[src/rtl/ltc2333_read.sv]
// ltc2333_read: serial receiver for a pair (N_LANES) of LTC2333 ADCs.
// Captures one SDO bit per lane on each sample_strobe, assembles 24-bit
// packets, checks channel ID and SoftSpan against a per-frame snapshot of the
// active configuration, and buffers completed words in a small FIFO feeding a
// valid/ready stream.
//
// Ports:
//   clk, reset            fabric clock, async active-high reset
//   sample_strobe         one pulse per SCKI bit, sdo valid in that cycle
//   frame_start           start of a readout (after conversion)
//   active_channels[7:0]  channel enable mask
//   range[2:0]            expected SoftSpan code
//   sdo[N_LANES-1:0]      serial data, MSB first
//   m_data/m_chan/m_last/m_valid/m_ready  output stream (lane 0 in low bits)
//   busy                  frame capture in progress
//   overflow/id_error/frame_error  sticky flags, cleared by clear_flags

// Per-lane shift register and packet field checker.
module ltc2333_lane #(
  parameter int WORD_BITS = 24
) (
  input  logic                 clk,
  input  logic                 reset,
  input  logic                 shift_en,
  input  logic                 sdo,
  input  logic [2:0]           chk_chan,
  input  logic [2:0]           chk_range,
  output logic [WORD_BITS-1:0] word,
  output logic                 mismatch
);
  always_ff @(posedge clk or posedge reset)
    if (reset)         word <= '0;
    else if (shift_en) word <= {word[WORD_BITS-2:0], sdo};

  assign mismatch = (word[5:3] != chk_chan) || (word[2:0] != chk_range);
endmodule

module ltc2333_read #(
  parameter int N_LANES    = 2,
  parameter int WORD_BITS  = 24,
  parameter int FIFO_DEPTH = 4
) (
  input  logic                         clk,
  input  logic                         reset,
  input  logic                         sample_strobe,
  input  logic                         frame_start,
  input  logic [7:0]                   active_channels,
  input  logic [2:0]                   range,
  input  logic [N_LANES-1:0]           sdo,
  output logic [N_LANES*WORD_BITS-1:0] m_data,
  output logic [2:0]                   m_chan,
  output logic                         m_last,
  output logic                         m_valid,
  input  logic                         m_ready,
  output logic                         busy,
  output logic                         overflow,
  output logic                         id_error,
  output logic                         frame_error,
  input  logic                         clear_flags
);
  localparam int CW = $clog2(WORD_BITS);
  localparam int AW = $clog2(FIFO_DEPTH);
  localparam logic [CW-1:0] LAST_BIT = CW'(WORD_BITS - 1);
  localparam logic [AW:0]   FULL_CNT = (AW+1)'(FIFO_DEPTH);

  typedef enum logic {IDLE, SHIFT} state_t;

  typedef struct packed {
    logic [N_LANES-1:0][WORD_BITS-1:0] data;
    logic [2:0]                        chan;
    logic                              last;
  } entry_t;

  // Lowest set bit of m at index >= from; 8 means none.
  function automatic logic [3:0] find_from(input logic [7:0] m, input logic [3:0] from);
    find_from = 4'd8;
    for (int i = 7; i >= 0; i--)
      if (m[i] && i >= int'(from)) find_from = i[3:0];
  endfunction

  state_t        state, state_n;
  logic [CW-1:0] bit_cnt, bit_cnt_n;
  logic [7:0]    mask_q, mask_n;
  logic [2:0]    range_q, range_n;
  logic [2:0]    exp_chan, chan_n;
  logic          done, done_last, fe_set, shift_en;
  logic [3:0]    first_ch, next_ch;

  // Completed-word stage: the lane shift registers hold the word for the
  // cycle after completion, since the next strobe is at least one cycle away.
  logic          word_vld, word_last;
  logic [2:0]    word_chan, word_range;

  logic [N_LANES-1:0][WORD_BITS-1:0] lane_word;
  logic [N_LANES-1:0]                lane_mis;

  assign first_ch = find_from(active_channels, 4'd0);
  assign next_ch  = find_from(mask_q, {1'b0, exp_chan} + 4'd1);
  assign shift_en = (state == SHIFT) && sample_strobe && !frame_start;
  assign busy     = (state == SHIFT);

  always_ff @(posedge clk or posedge reset)
    if (reset) begin
      state    <= IDLE;
      bit_cnt  <= '0;
      mask_q   <= '0;
      range_q  <= '0;
      exp_chan <= '0;
    end else begin
      state    <= state_n;
      bit_cnt  <= bit_cnt_n;
      mask_q   <= mask_n;
      range_q  <= range_n;
      exp_chan <= chan_n;
    end

  always_comb begin
    state_n   = state;
    bit_cnt_n = bit_cnt;
    mask_n    = mask_q;
    range_n   = range_q;
    chan_n    = exp_chan;
    done      = 1'b0;
    done_last = 1'b0;
    fe_set    = 1'b0;
    if (frame_start) begin
      // A restart mid-frame drops the partial word.
      fe_set = (state == SHIFT);
      if (active_channels != 8'd0) begin
        state_n   = SHIFT;
        bit_cnt_n = '0;
        mask_n    = active_channels;
        range_n   = range;
        chan_n    = first_ch[2:0];
      end else begin
        state_n = IDLE;
      end
    end else if (state == SHIFT && sample_strobe) begin
      if (bit_cnt == LAST_BIT) begin
        bit_cnt_n = '0;
        done      = 1'b1;
        done_last = next_ch[3];
        if (next_ch[3]) state_n = IDLE;
        else            chan_n  = next_ch[2:0];
      end else begin
        bit_cnt_n = bit_cnt + 1'b1;
      end
    end
  end

  always_ff @(posedge clk or posedge reset)
    if (reset) begin
      word_vld   <= 1'b0;
      word_last  <= 1'b0;
      word_chan  <= '0;
      word_range <= '0;
    end else begin
      word_vld   <= done;
      word_last  <= done_last;
      word_chan  <= exp_chan;
      word_range <= range_q;
    end

  for (genvar g = 0; g < N_LANES; g++) begin : g_lane
    ltc2333_lane #(.WORD_BITS(WORD_BITS)) u_lane (
      .clk      (clk),
      .reset    (reset),
      .shift_en (shift_en),
      .sdo      (sdo[g]),
      .chk_chan (word_chan),
      .chk_range(word_range),
      .word     (lane_word[g]),
      .mismatch (lane_mis[g])
    );
  end

  // Output FIFO
  entry_t        mem [FIFO_DEPTH];
  logic [AW-1:0] wr_ptr, rd_ptr;
  logic [AW:0]   count;
  logic          full, pop, wr_ok, drop;

  assign full    = (count == FULL_CNT);
  assign m_valid = (count != '0);
  assign pop     = m_valid && m_ready;
  // A pop in the same cycle frees the slot being written.
  assign wr_ok   = word_vld && (!full || pop);
  assign drop    = word_vld && full && !pop;

  always_ff @(posedge clk or posedge reset)
    if (reset) begin
      wr_ptr <= '0;
      rd_ptr <= '0;
      count  <= '0;
      for (int i = 0; i < FIFO_DEPTH; i++) mem[i] <= '0;
    end else begin
      if (wr_ok) begin
        mem[wr_ptr] <= '{data: lane_word, chan: word_chan, last: word_last};
        wr_ptr      <= wr_ptr + 1'b1;
      end
      if (pop) rd_ptr <= rd_ptr + 1'b1;
      if (wr_ok && !pop)      count <= count + 1'b1;
      else if (!wr_ok && pop) count <= count - 1'b1;
    end

  assign m_data = mem[rd_ptr].data;
  assign m_chan = mem[rd_ptr].chan;
  assign m_last = mem[rd_ptr].last;

  // Sticky flags: a same-cycle set beats clear_flags.
  always_ff @(posedge clk or posedge reset)
    if (reset) begin
      overflow    <= 1'b0;
      id_error    <= 1'b0;
      frame_error <= 1'b0;
    end else begin
      overflow    <= drop                  || (overflow    && !clear_flags);
      id_error    <= (word_vld && |lane_mis) || (id_error  && !clear_flags);
      frame_error <= fe_set                || (frame_error && !clear_flags);
    end
endmodule

[config.mk]
export PLATFORM = sky130hd
export DESIGN_NAME = ltc2333_read
export DESIGN_NICKNAME = d
export VERILOG_FILES = /design/src/rtl/ltc2333_read.sv
export SDC_FILE = /design/constraint.sdc
export NUM_CORES = 1
export LEC_CHECK = 0
export ABC_AREA = 1
export CAP_MARGIN = 20
export CORE_MARGIN = 2
export CORE_UTILIZATION = 50
export CTS_BUF_LIST = sky130_fd_sc_hd__clkbuf_4 sky130_fd_sc_hd__clkbuf_8
export DETAILED_ROUTE_END_ITERATION = 8
export PLACE_DENSITY = 0.79
export SLEW_MARGIN = 25
export SYNTH_ARGS = -nofsm -noshare
export SYNTH_HDL_FRONTEND = slang
export SYNTH_SLANG_ARGS = --single-unit
export TNS_END_PERCENT = 10
[constraint.sdc]
create_clock -name clk -period 10.9 [get_ports clk]
set_clock_uncertainty 0.05 [all_clocks]
set_input_delay 2.18 -clock clk [delete_from_list [all_inputs] [get_ports clk]]
set_output_delay 2.18 -clock clk [all_outputs]
set_load 0.02 [all_outputs]
* Yosys cells after proc, flatten, opt, wreduce, memory -nomap -nowiden *
Index checks and enable logic that the tools add are counted.
W data, S select, Z words.

storage, ports and cells
  bits in registers = 294
  bits of input ports = 19
  output and inout port bits = 57
  logic and storage cells = 148

cells by class
  $add $sub $neg = 6
  magnitude comparators = 11
  equality and inequality tests = 8
  muxes and demuxes = 45
  bitwise gates (word level) = 2
  reduce and logical (&&, ||, !) cells = 43

operator list
  operator               count
  $bwmux W208            1
  $mux W52               3
  $bmux W52 S2           1
  $demux W52 S2          1
  $mux W3                15
  $mux W4                8
  $logic_and A1 B1 Y1    21
  $mux W5                4
  $ge A3 B4 Y1 const A   4
  $mux W1                12
  $ne A3 B3 Y1           4
  $ge A1 B4 Y1 const A   2
  $ge A2 B4 Y1 const A   2
  $reduce_bool A2 Y1     4
  $reduce_bool A8 Y1     1
  $ge A3 B3 Y1 const B   2
  $logic_or A1 B1 Y1     6
  $not A2 Y3             2
  $add A5 B1 Y5 const B  1
  $eq A5 B5 Y1 const B   1
  $logic_not A1 Y1       5
  $add A2 B1 Y2 const B  2
  $add A3 B1 Y4 const B  1
  $reduce_and A2 Y1      2
  other kinds (10)       10

* Longest topological paths before layout *
Gate-level depths: netlist (run 1).

  depth in word-level cells = 15
  mapped depth = 14
  depth with buffers taken out = 14

* Hierarchy *
A second synthesis (run 1) with hierarchy kept.

unflattened totals
  cells, all modules = 1216
  area total of the unflattened synthesis = 14201.1 µm²

modules (own cells, without submodules)
  module        instances  cells an instance  area an instance (µm²)  sequential area each (µm²)
  ltc2333_read  1          974                12129.1                 6155.9
  ltc2333_lane  2          121                1036.0                  600.6

* Worst setup path before layout (run 1) *
Ideal clock, no wire load.

  path type = register to output
  start = register rd_ptr[0]
  end = output port m_chan[0]
  arrival = 1.520 ns
  path slack = 7.150 ns
  cell stages (with the launch flop) = 6
  path buffers = 2
  path through = dfrtp_1 > inv_1 > clkbuf_1 > clkbuf_1 > nor2_1 > o22ai_1

between the ends
  cells in the longest elaborated chain, start to end = 4

ends and longest elaborated chain
  item                              RTL line  source
  start: declaration                179       logic [AW-1:0] wr_ptr, rd_ptr;
  start signal: assignment          201       if (pop) rd_ptr <= rd_ptr + 1'b1;
  $not A2 Y3 (not written as such)  207       assign m_chan = mem[rd_ptr].chan;
  $bmux W52 S2                      207
  $mux W52 (2 in series)            --
  end: declaration                  51        output logic [2:0] m_chan,

No other way between the ends. The select of a mux whose other input is x is not followed.

* Worst setup path after layout (run 1) *
  start = register rd_ptr[0]
  end = output port m_data[44]

between the ends
  cells in the longest elaborated chain, start to end = 4

ends and longest elaborated chain
  item                              RTL line  source
  $not A2 Y3 (not written as such)  206       assign m_data = mem[rd_ptr].data;
  $bmux W52 S2                      206
  $mux W52 (2 in series)            --
  end: declaration                  50        output logic [N_LANES*WORD_BITS-1:0] m_data,

No other way between the ends. The select of a mux whose other input is x is not followed.

==> PnR_summary.wiki, run 1 <==
{| class="wikitable"
! Metric !! Value
|-
| Final #Nets || ~1500
|-
| Type of the worst setup path || reg2out
|-
| Number of remaining DRC errors || 0
|-
| Post-CTS setup buffer count || 0
|-
| Clock-pin slew reported for the worst setup and hold paths after clock tree synthesis || roughly 0.06 ns
|-
| Critical path required time || just under 9 ns
|-
| Critical path launch point || rd_ptr[0]
|-
| Startpoint type of the worst setup path || flip-flop
|-
| Detailed placer's ending HPWL || about 17000 um
|-
| Synthesized instance count || approximately 1400
|-
| Peak Freq || roughly 0.18 GHz
|-
| Largest voltage drop on the vdd net || 0.0001538 V
|-
| Final antenna diode count || 0
|-
| Synth Register Bits || 294
|-
| Total track usage || a little over a fifth
|-
| Synth Net Count || approximately 1400
|-
| First-pass GRT wire length || between 40000 and 50000 um
|-
| Antenna violation net count after detailed routing || 0
|-
| Maximum buffer depth of the clock tree || 3
|-
| Area used by multi-input combinational logic || 5130 um2
|-
| Die width || between 150 and 200 um
|-
| Reg2reg end || mem[156]
|-
| Most common cell in the netlist || sky130_fd_sc_hd__dfrtp_1
|-
| Kind of path behind the tightest hold check || reg2reg
|-
| Start point of the worst hold path || range_q[1]
|-
| Post-detailed-placement cell area || roughly 14000 um2
|-
| Unique masters post-synth || 32
|-
| Chip height || ~170 um
|-
| Total gr overflow || 0
|-
| Routability congestion estimate from global placement || 0.8211
|-
| Hold-critical path endpoint || word_range[1]
|-
| Wirelength per Cell || around 16 um
|-
| Sequential standard cell area || approximately 7400 um2
|-
| Post-synthesis average cell area || 9.564 um2
|-
| Time the final worst path needs with I/O delays and setup || ~5.5 ns
|-
| Count of final setup violators || 0
|-
| Synth Cell Area || approximately 13000 um2
|-
| Max Transition Viols Final || 0
|-
| Hold slack final || between 0.3 and 0.4 ns
|-
| Fin. Hold Viols || 0
|-
| Number of antenna violations at the first check in global routing || 0
|-
| Clock sink count || ~300
|-
| Area leader, netlist || sky130_fd_sc_hd__dfrtp_1
|-
| Aggregate routed wire length || slightly below 30000 um
|-
| Worst slew slack as a fraction of its limit || between 30% and 40%
|-
| Count of instances resized after the clock tree is built || 0
|-
| RSZ-0062 raised after global routing || no
|-
| Count of flip-flops with a built-in enable after synthesis || 0
|-
| Final instance area || ~15000 um2
|-
| Number of hold buffers added after CTS || 0
|-
| Largest incremental delay on the critical path || about 0.65 ns
|-
| Seq/Total Area, Yosys || about 55%
|-
| Pin count of the biggest net entering global routing || between 100 and 150
|-
| Post-synth top area share || 55.42%
|-
| LEAKAGE || 6.967 nW
|-
| Worst reg-to-reg setup slack || just over 8 ns
|-
| Hold Path Cell Cnt || 0
|-
| CTS tree || done
|-
| Post-Route Setup TNS || 0 ns
|-
| Fraction of final layout cells with drive strength greater than 1 || about 9.7%
|-
| # rows || 59
|-
| Vias in the first global route || around 9900
|-
| Buffer cell driving the clock tree root || sky130_fd_sc_hd__clkbuf_8
|-
| Via count || around 10000
|-
| Arrival time of the worst setup path || about 3.2 ns
|-
| Run status || finished, final reports clean
|-
| Count of buffers inserted at the top-level ports || 75
|-
| Max-cap violation count || 0
|-
| Count of routing violations after the opening detailed-route iteration || 715
|-
| Placeable core region || 26060 um2
|-
| P per Cell Area || around 220 nW/um2
|-
| R2R depth || 8
|-
| Post-DR vias/cell || 5.513
|-
| Critical-path top delay cell || sky130_fd_sc_hd__clkdlybuf4s50_1
|-
| Die Area || roughly 28000 um2
|-
| Clk_lat worst skew || between 0.5 and 0.6 ns
|-
| Least-Margin Pin Slew || a little over 0.9 ns
|-
| Number of primary I/O pins || 76
|-
| Share of synthesized registers carrying an async set or reset || 100.0%
|-
| Num CTS Buffers || 48
|-
| Most common library cells after synthesis || 294 x sky130_fd_sc_hd__dfrtp_1, 286 x sky130_fd_sc_hd__nand2_1, 184 x sky130_fd_sc_hd__o21a_1
|-
| Leading register cell type out of synthesis || sky130_fd_sc_hd__dfrtp_1
|-
| Area Growth Syn to Fin || 14.54%
|-
| R2r startpoint || count[0]
|-
| Fill cells || roughly 2200
|-
| Ys Warns || 0
|-
| Chain of cells forming the critical path || inv_2 > buf_4 > o21ai_0 > o22ai_1 > clkdlybuf4s50_1
|-
| CTS H-Tree Depth || 2
|-
| Fraction of the cycle the final worst path needs || approximately 50%
|-
| Overall power || between 3 and 4 mW
|-
| Worst Path Max Fanout || 59
|-
| First-pass detailed-route iteration total || 5
|-
| Crit. End Element || output port
|-
| Initial core utilization || between 50% and 60%
|-
| Synth area leaders || sky130_fd_sc_hd__dfrtp_1 55%, sky130_fd_sc_hd__o21a_1 10%, sky130_fd_sc_hd__nand2_1 8.1%
|}
cell type report:
cell class / count / share of cell area, %
timing repair buffer: 87 / 5.604
inverter: 91 / 2.329
tap: 335 / 2.757
multi-input combinational: 917 / 33.74
sequential: 294 / 48.39
clock buffer: 82 / 6.723
clock inverter: 6 / 0.4608
sequential cells by signal, indices dropped and copies added (netlist names), 3 cells and up:
name	count
mem	208
g_lane.u_lane.word	48
mask_q	8
bit_cnt	5
count	3
exp_chan	3
range_q	3
word_chan	3
word_range	3
cell usage in the layout (no fill, tap or decap), types with 2 or more instances in the layout:
master                            synthesis  layout
sky130_fd_sc_hd__nor2_8                   4       4
sky130_fd_sc_hd__inv_1                   91      89
sky130_fd_sc_hd__clkinv_8                 0       2
sky130_fd_sc_hd__a21oi_1                 12      12
sky130_fd_sc_hd__nand3_1                 13      13
sky130_fd_sc_hd__clkbuf_4                 0      17
sky130_fd_sc_hd__clkbuf_8                 0      65
sky130_fd_sc_hd__dfrtp_1                294     293
sky130_fd_sc_hd__clkinv_2                 0       3
sky130_fd_sc_hd__xnor2_1                  4       4
sky130_fd_sc_hd__xor2_1                   4       4
sky130_fd_sc_hd__clkdlybuf4s50_1          0      75
sky130_fd_sc_hd__nand2_1                286     286
sky130_fd_sc_hd__mux2_2                   5       5
sky130_fd_sc_hd__o21ai_1                  3       3
sky130_fd_sc_hd__nand3b_1                 3       3
sky130_fd_sc_hd__o21ai_0                174     174
sky130_fd_sc_hd__o21a_1                 184     184
sky130_fd_sc_hd__nor2_4                   1       2
sky130_fd_sc_hd__buf_6                   12       3
sky130_fd_sc_hd__o22ai_1                 54      54
sky130_fd_sc_hd__nor2_1                 119     119
sky130_fd_sc_hd__buf_4                    0       9
sky130_fd_sc_hd__nor3_1                   7       7
sky130_fd_sc_hd__mux2_4                  24      24
sky130_fd_sc_hd__ha_1                    10      10
sky130_fd_sc_hd__nand4_1                  2       2
stage by stage:
step / util [%] / std cells / setup WS (ns)
4_1_cts: 58.29 / 1812 / 5.449
3_5_place_dp: 54.10 / 1724 / 6.060
3_3_place_gp: 54.10 / 1724 / 6.066
5_1_grt: 58.35 / 1812 / 5.230
6_report: 58.35 / 1812 / 5.428
2_1_floorplan: - / 1388 / 0.5509
logic make-up (layout without fill, tap and decap cells):
| kind of cell | count (synthesis) | count (layout) | synth area share, % |
|---|---|---|---|
| multiplexers | 29 | 29 | 3.139 |
| AND/OR/NAND/NOR | 441 | 441 | 13.71 |
| buffers and inverters | 177 | 266 | 5.975 |
| flip-flops | 294 | 294 | 55.42 |
| AO/OA/AOI/OAI | 428 | 428 | 20.13 |
| adder cells (fa/ha/maj) | 11 | 11 | 1.093 |
| XOR/XNOR | 8 | 8 | 0.5277 |
power breakdown:
group | total (mW) | switching, mW | leakage (nW) | internal, mW
registers | 1.21 | 0.0557 | 3.96 | 1.15
clock network | 1.05 | 0.433 | 0.583 | 0.615
logic | 1.14 | 0.717 | 2.43 | 0.420
total | 3.39 | 1.21 | 6.97 | 2.19
worst max-delay path, delay by kind of cell (launching register included):
kind,cells,cell delay (ns)
compound gates,2,0.41
flops,1,0.42
buf+inv,3,1.82
how the worst max path moves through the flow:
stage,to,depth (start not counted),slack [ns]
global placement,m_data[47],5,6.07
global route,m_data[44],5,5.23
CTS,m_data[44],5,5.45
finish,m_data[44],5,5.43
detailed placement,exp_chan[0],9,6.06
floorplan,bit_cnt[0],1,0.55
metal layers:
metal | track usage (%) | wire, um | vias up
met5 | 0 | 0 | -
met1 | 29.50 | 13110 | 4971
li1 | - | - | 4735
met3 | 3.446 | 1412 | 36
met4 | 6.184 | 516 | 0
met2 | 34.75 | 13900 | 248
Note: power is estimated with default switching activity, not from simulation.
==> run 2, diff against run 1 <==
PLACE_DENSITY = 0.77   (was 0.79)
clock period = 5.1 ns   (was 10.9 ns; I/O delays follow)
==> PnR_summary.wiki, run 2 (synthesis gave the netlist of run 1 again) <==
{| class="wikitable"
! Metric !! Value
|-
| Maximum buffer depth of the clock tree || 3 (unchanged)
|-
| Max-cap violation count || 0 (unchanged)
|-
| Final instance area || 15250 um2 (+0.26%)
|-
| Count of final setup violators || 0 (unchanged)
|-
| First-pass detailed-route iteration total || 5 (unchanged)
|-
| Clock-pin slew reported for the worst setup and hold paths after clock tree synthesis || 0.05 ns (about the same)
|-
| Smallest setup slack after layout || 0.8049 ns (-4.623 ns)
|-
| Post-Route Setup TNS || 0 ns (unchanged)
|-
| Worst Path Max Fanout || 39 (-34%)
|-
| RSZ-0062 raised after global routing || no
|-
| Count of buffers inserted at the top-level ports || 75 (unchanged)
|-
| Number of flip-flops under the largest register name || 208 (unchanged)
|-
| LEAKAGE || 6.987 nW (+0.29%)
|-
| Vias in the first global route || 9871 (-0.19%)
|-
| Internal Dissipation || 4.639 mW (+110%)
|-
| Worst path depth || 5 (unchanged)
|-
| CTS tree || done
|-
| Chip height || 166.9 um (unchanged)
|-
| Via count || 9926 (-0.64%)
|-
| Max Transition Viols Final || 0 (unchanged)
|-
| Post-placement worst setup slack || 1.366 ns (-4.694 ns)
|-
| Buffer cell driving the clock tree root || sky130_fd_sc_hd__clkbuf_8
|-
| Initial core utilization || 50.94% (unchanged)
|-
| Commonest non-fill, non-tap cell in the layout || sky130_fd_sc_hd__dfrtp_1
|-
| Biggest registers after layout || mem (208), g_lane.u_lane.word (48), mask_q (8)
|-
| # rows || 59 (unchanged)
|-
| Part of the total power dissipated in combinational logic || 33.5% (about the same)
|-
| Crit. End Element || output port
|-
| Die width || 166.9 um (unchanged)
|-
| Detailed placer's ending HPWL || 18660 um (+7.1%)
|-
| Peak Freq || 0.2328 GHz
|-
| Top delay family on crit path || buffers and inverters
|-
| Critical-path top delay cell || sky130_fd_sc_hd__clkdlybuf4s50_1
|-
| Clock sink count || 294 (unchanged)
|-
| Fraction of the cycle the final worst path needs || around 84%
|-
| R2R depth || 8 (unchanged)
|-
| First-pass GRT wire length || 49970 um (+2.1%)
|-
| CP bufs+invs || 3 (unchanged)
|-
| Part of the total power dissipated in sequential elements || 36.6% (+1.0 points)
|-
| Post-detailed-placement cell area || 14200 um2 (+0.72%)
|-
| Number of remaining DRC errors || 0 (unchanged)
|-
| Area Growth Syn to Fin || 14.84%
|-
| Largest voltage drop on the vdd net || 0.0002906 V (+89%)
|-
| Count of routing violations after the opening detailed-route iteration || 815 (+14%)
|-
| Final antenna diode count || 0 (unchanged)
|-
| CTS H-Tree Depth || 2 (unchanged)
|-
| Kind of path behind the tightest hold check || reg2reg
|-
| Count of instances resized after the clock tree is built || 0 (unchanged)
|-
| Hold Path Cell Cnt || 0 (unchanged)
|-
| Run status || finished, final reports clean
|-
| Startpoint type of the worst setup path || flip-flop
|-
| P per Cell Area || 471.9 nW/um2 (+110%)
|-
| Arrival time of the worst setup path || 3.23 ns (about the same)
|-
| Type of the worst setup path || reg2out
|-
| Routability congestion estimate from global placement || 0.7929 (-3.4%)
|-
| Least-Margin Pin Slew || 0.8200 ns (-0.08631 ns)
|-
| Number of hold buffers added after CTS || 0 (unchanged)
|-
| Number of non-filler instances in the completed layout || 1816 (+0.22%)
|-
| Wirelength per Cell || 16.17 um (+1.3%)
|-
| Time the final worst path needs with I/O delays and setup || between 4 and 5 ns
|-
| Clk pwr share || 29.9% (-1.0 points)
|-
| Chain of cells forming the critical path || inv_2 > buf_4 > o21ai_0 > o22ai_1 > clkdlybuf4s50_1
|-
| Number of antenna violations at the first check in global routing || 0 (unchanged)
|-
| Post-CTS setup buffer count || 0 (unchanged)
|-
| Post-DR vias/cell || 5.466 (-0.86%)
|-
| Antenna violation net count after detailed routing || 0 (unchanged)
|-
| Biggest register || mem
|-
| Die Area || 27870 um2 (unchanged)
|-
| Sw power || 2.555 mW (+110%)
|-
| Fraction of final layout cells with drive strength greater than 1 || 9.926% (+0.24 points)
|-
| Fin. Hold Viols || 0 (unchanged)
|-
| Total track usage || 21.68% (+0.43 points)
|-
| Total gr overflow || 0 (unchanged)
|-
| Leading cell types in the layout, fill and taps excluded || 293 x sky130_fd_sc_hd__dfrtp_1, 286 x sky130_fd_sc_hd__nand2_1, 184 x sky130_fd_sc_hd__o21a_1
|-
| Largest incremental delay on the critical path || 0.70 ns (+0.05 ns)
|-
| Final #Nets || 1480 (+0.75%)
|-
| Aggregate routed wire length || 29370 um (+1.5%)
|-
| Switching part of the total || 35.52% (about the same)
|-
| Pin count of the biggest net entering global routing || 139 (-3.5%)
|-
| Number of primary I/O pins || 76 (unchanged)
|-
| Num CTS Buffers || 49 (+2.1%)
|-
| Critical path required time || 4.03 ns (-4.64 ns)
|-
| Total instance count after detailed placement || 1733 (+0.52%)
|-
| Worst slew slack as a fraction of its limit || 45.33% (+5.8 points)
|-
| Core Util, Final || 58.51% (+0.15 points)
|-
| Placeable core region || 26060 um2 (unchanged)
|-
| Clk_lat worst skew || 0.56 ns (about the same)
|}
-- run 2: cell types whose count changed in the layout (fill, tap and decap cells not counted) --
cell	before	now
sky130_fd_sc_hd__clkbuf_4	17	18
sky130_fd_sc_hd__clkinv_2	3	0
sky130_fd_sc_hd__buf_6	3	0
sky130_fd_sc_hd__buf_12	0	4
sky130_fd_sc_hd__clkbuf_8	65	62
sky130_fd_sc_hd__clkinvlp_4	0	1
sky130_fd_sc_hd__buf_4	9	18
sky130_fd_sc_hd__clkinv_8	2	0
-- run 2: routing by layer --
layer | wire [um] | track usage (%) | vias up
li1 | - | - | 4735
met1 | 13540 | 30.94 | 4877
met2 | 13550 | 34.16 | 262
met3 | 1559 | 3.541 | 52
met4 | 725 | 7.046 | 0
met5 | 0 | 0 | -
-- run 2: metrics by stage --
stage               hold slack, ns  power [mW]
floorplan                   0.2986       4.068
finish                      0.3415       7.195
global route                0.3558       7.577
CTS                         0.3416       7.258
global placement            0.3273       5.058
detailed placement          0.3307       5.084
-- run 2: cell type report --
class / instances / area, um2
sequential: 294 / 7358
clock inverter: 2 / 38.79
multi-input combinational: 917 / 5130
inverter: 91 / 345.3
fill: 2253 / 10810
tap: 335 / 419.2
timing repair buffer: 97 / 965.9
clock buffer: 80 / 988.4
-- run 2: final timing paths --
| kind | startpoint | endpoint | slack, ns |
|---|---|---|---|
| worst max register to register | count[0] | mem[27] | 2.62 |
| worst min register to register | range_q[2] | word_range[2] | 0.34 |
| min in group asynchronous | reset | mem[183] | 0.71 |
| worst min-delay path | range_q[2] | word_range[2] | 0.34 |
| worst max-delay path | rd_ptr[0] | m_data[45] | 0.80 |
| max in group asynchronous | reset | mem[105] | 3.35 |
-- run 2: power groups by stage --
stage,logic (mW),clock network [mW],registers (mW)
finish,2.41,2.15,2.64
CTS,2.42,2.20,2.64
floorplan,1.48,0,2.59
global placement,2.39,0,2.67
global route,2.61,2.30,2.66
detailed placement,2.41,0,2.68
-- run 2: worst register-to-register path: stages (launching register included) --
cell and delay, ns:
sky130_fd_sc_hd__dfrtp_1 0.44, sky130_fd_sc_hd__nor2_4 0.08, sky130_fd_sc_hd__nand2_2 0.15, sky130_fd_sc_hd__nand2_4 0.11, sky130_fd_sc_hd__nand3_4 0.11, sky130_fd_sc_hd__nand2_8 0.12, sky130_fd_sc_hd__nor2_8 0.60, sky130_fd_sc_hd__buf_4 0.40
sky130_fd_sc_hd__mux2_4 0.32
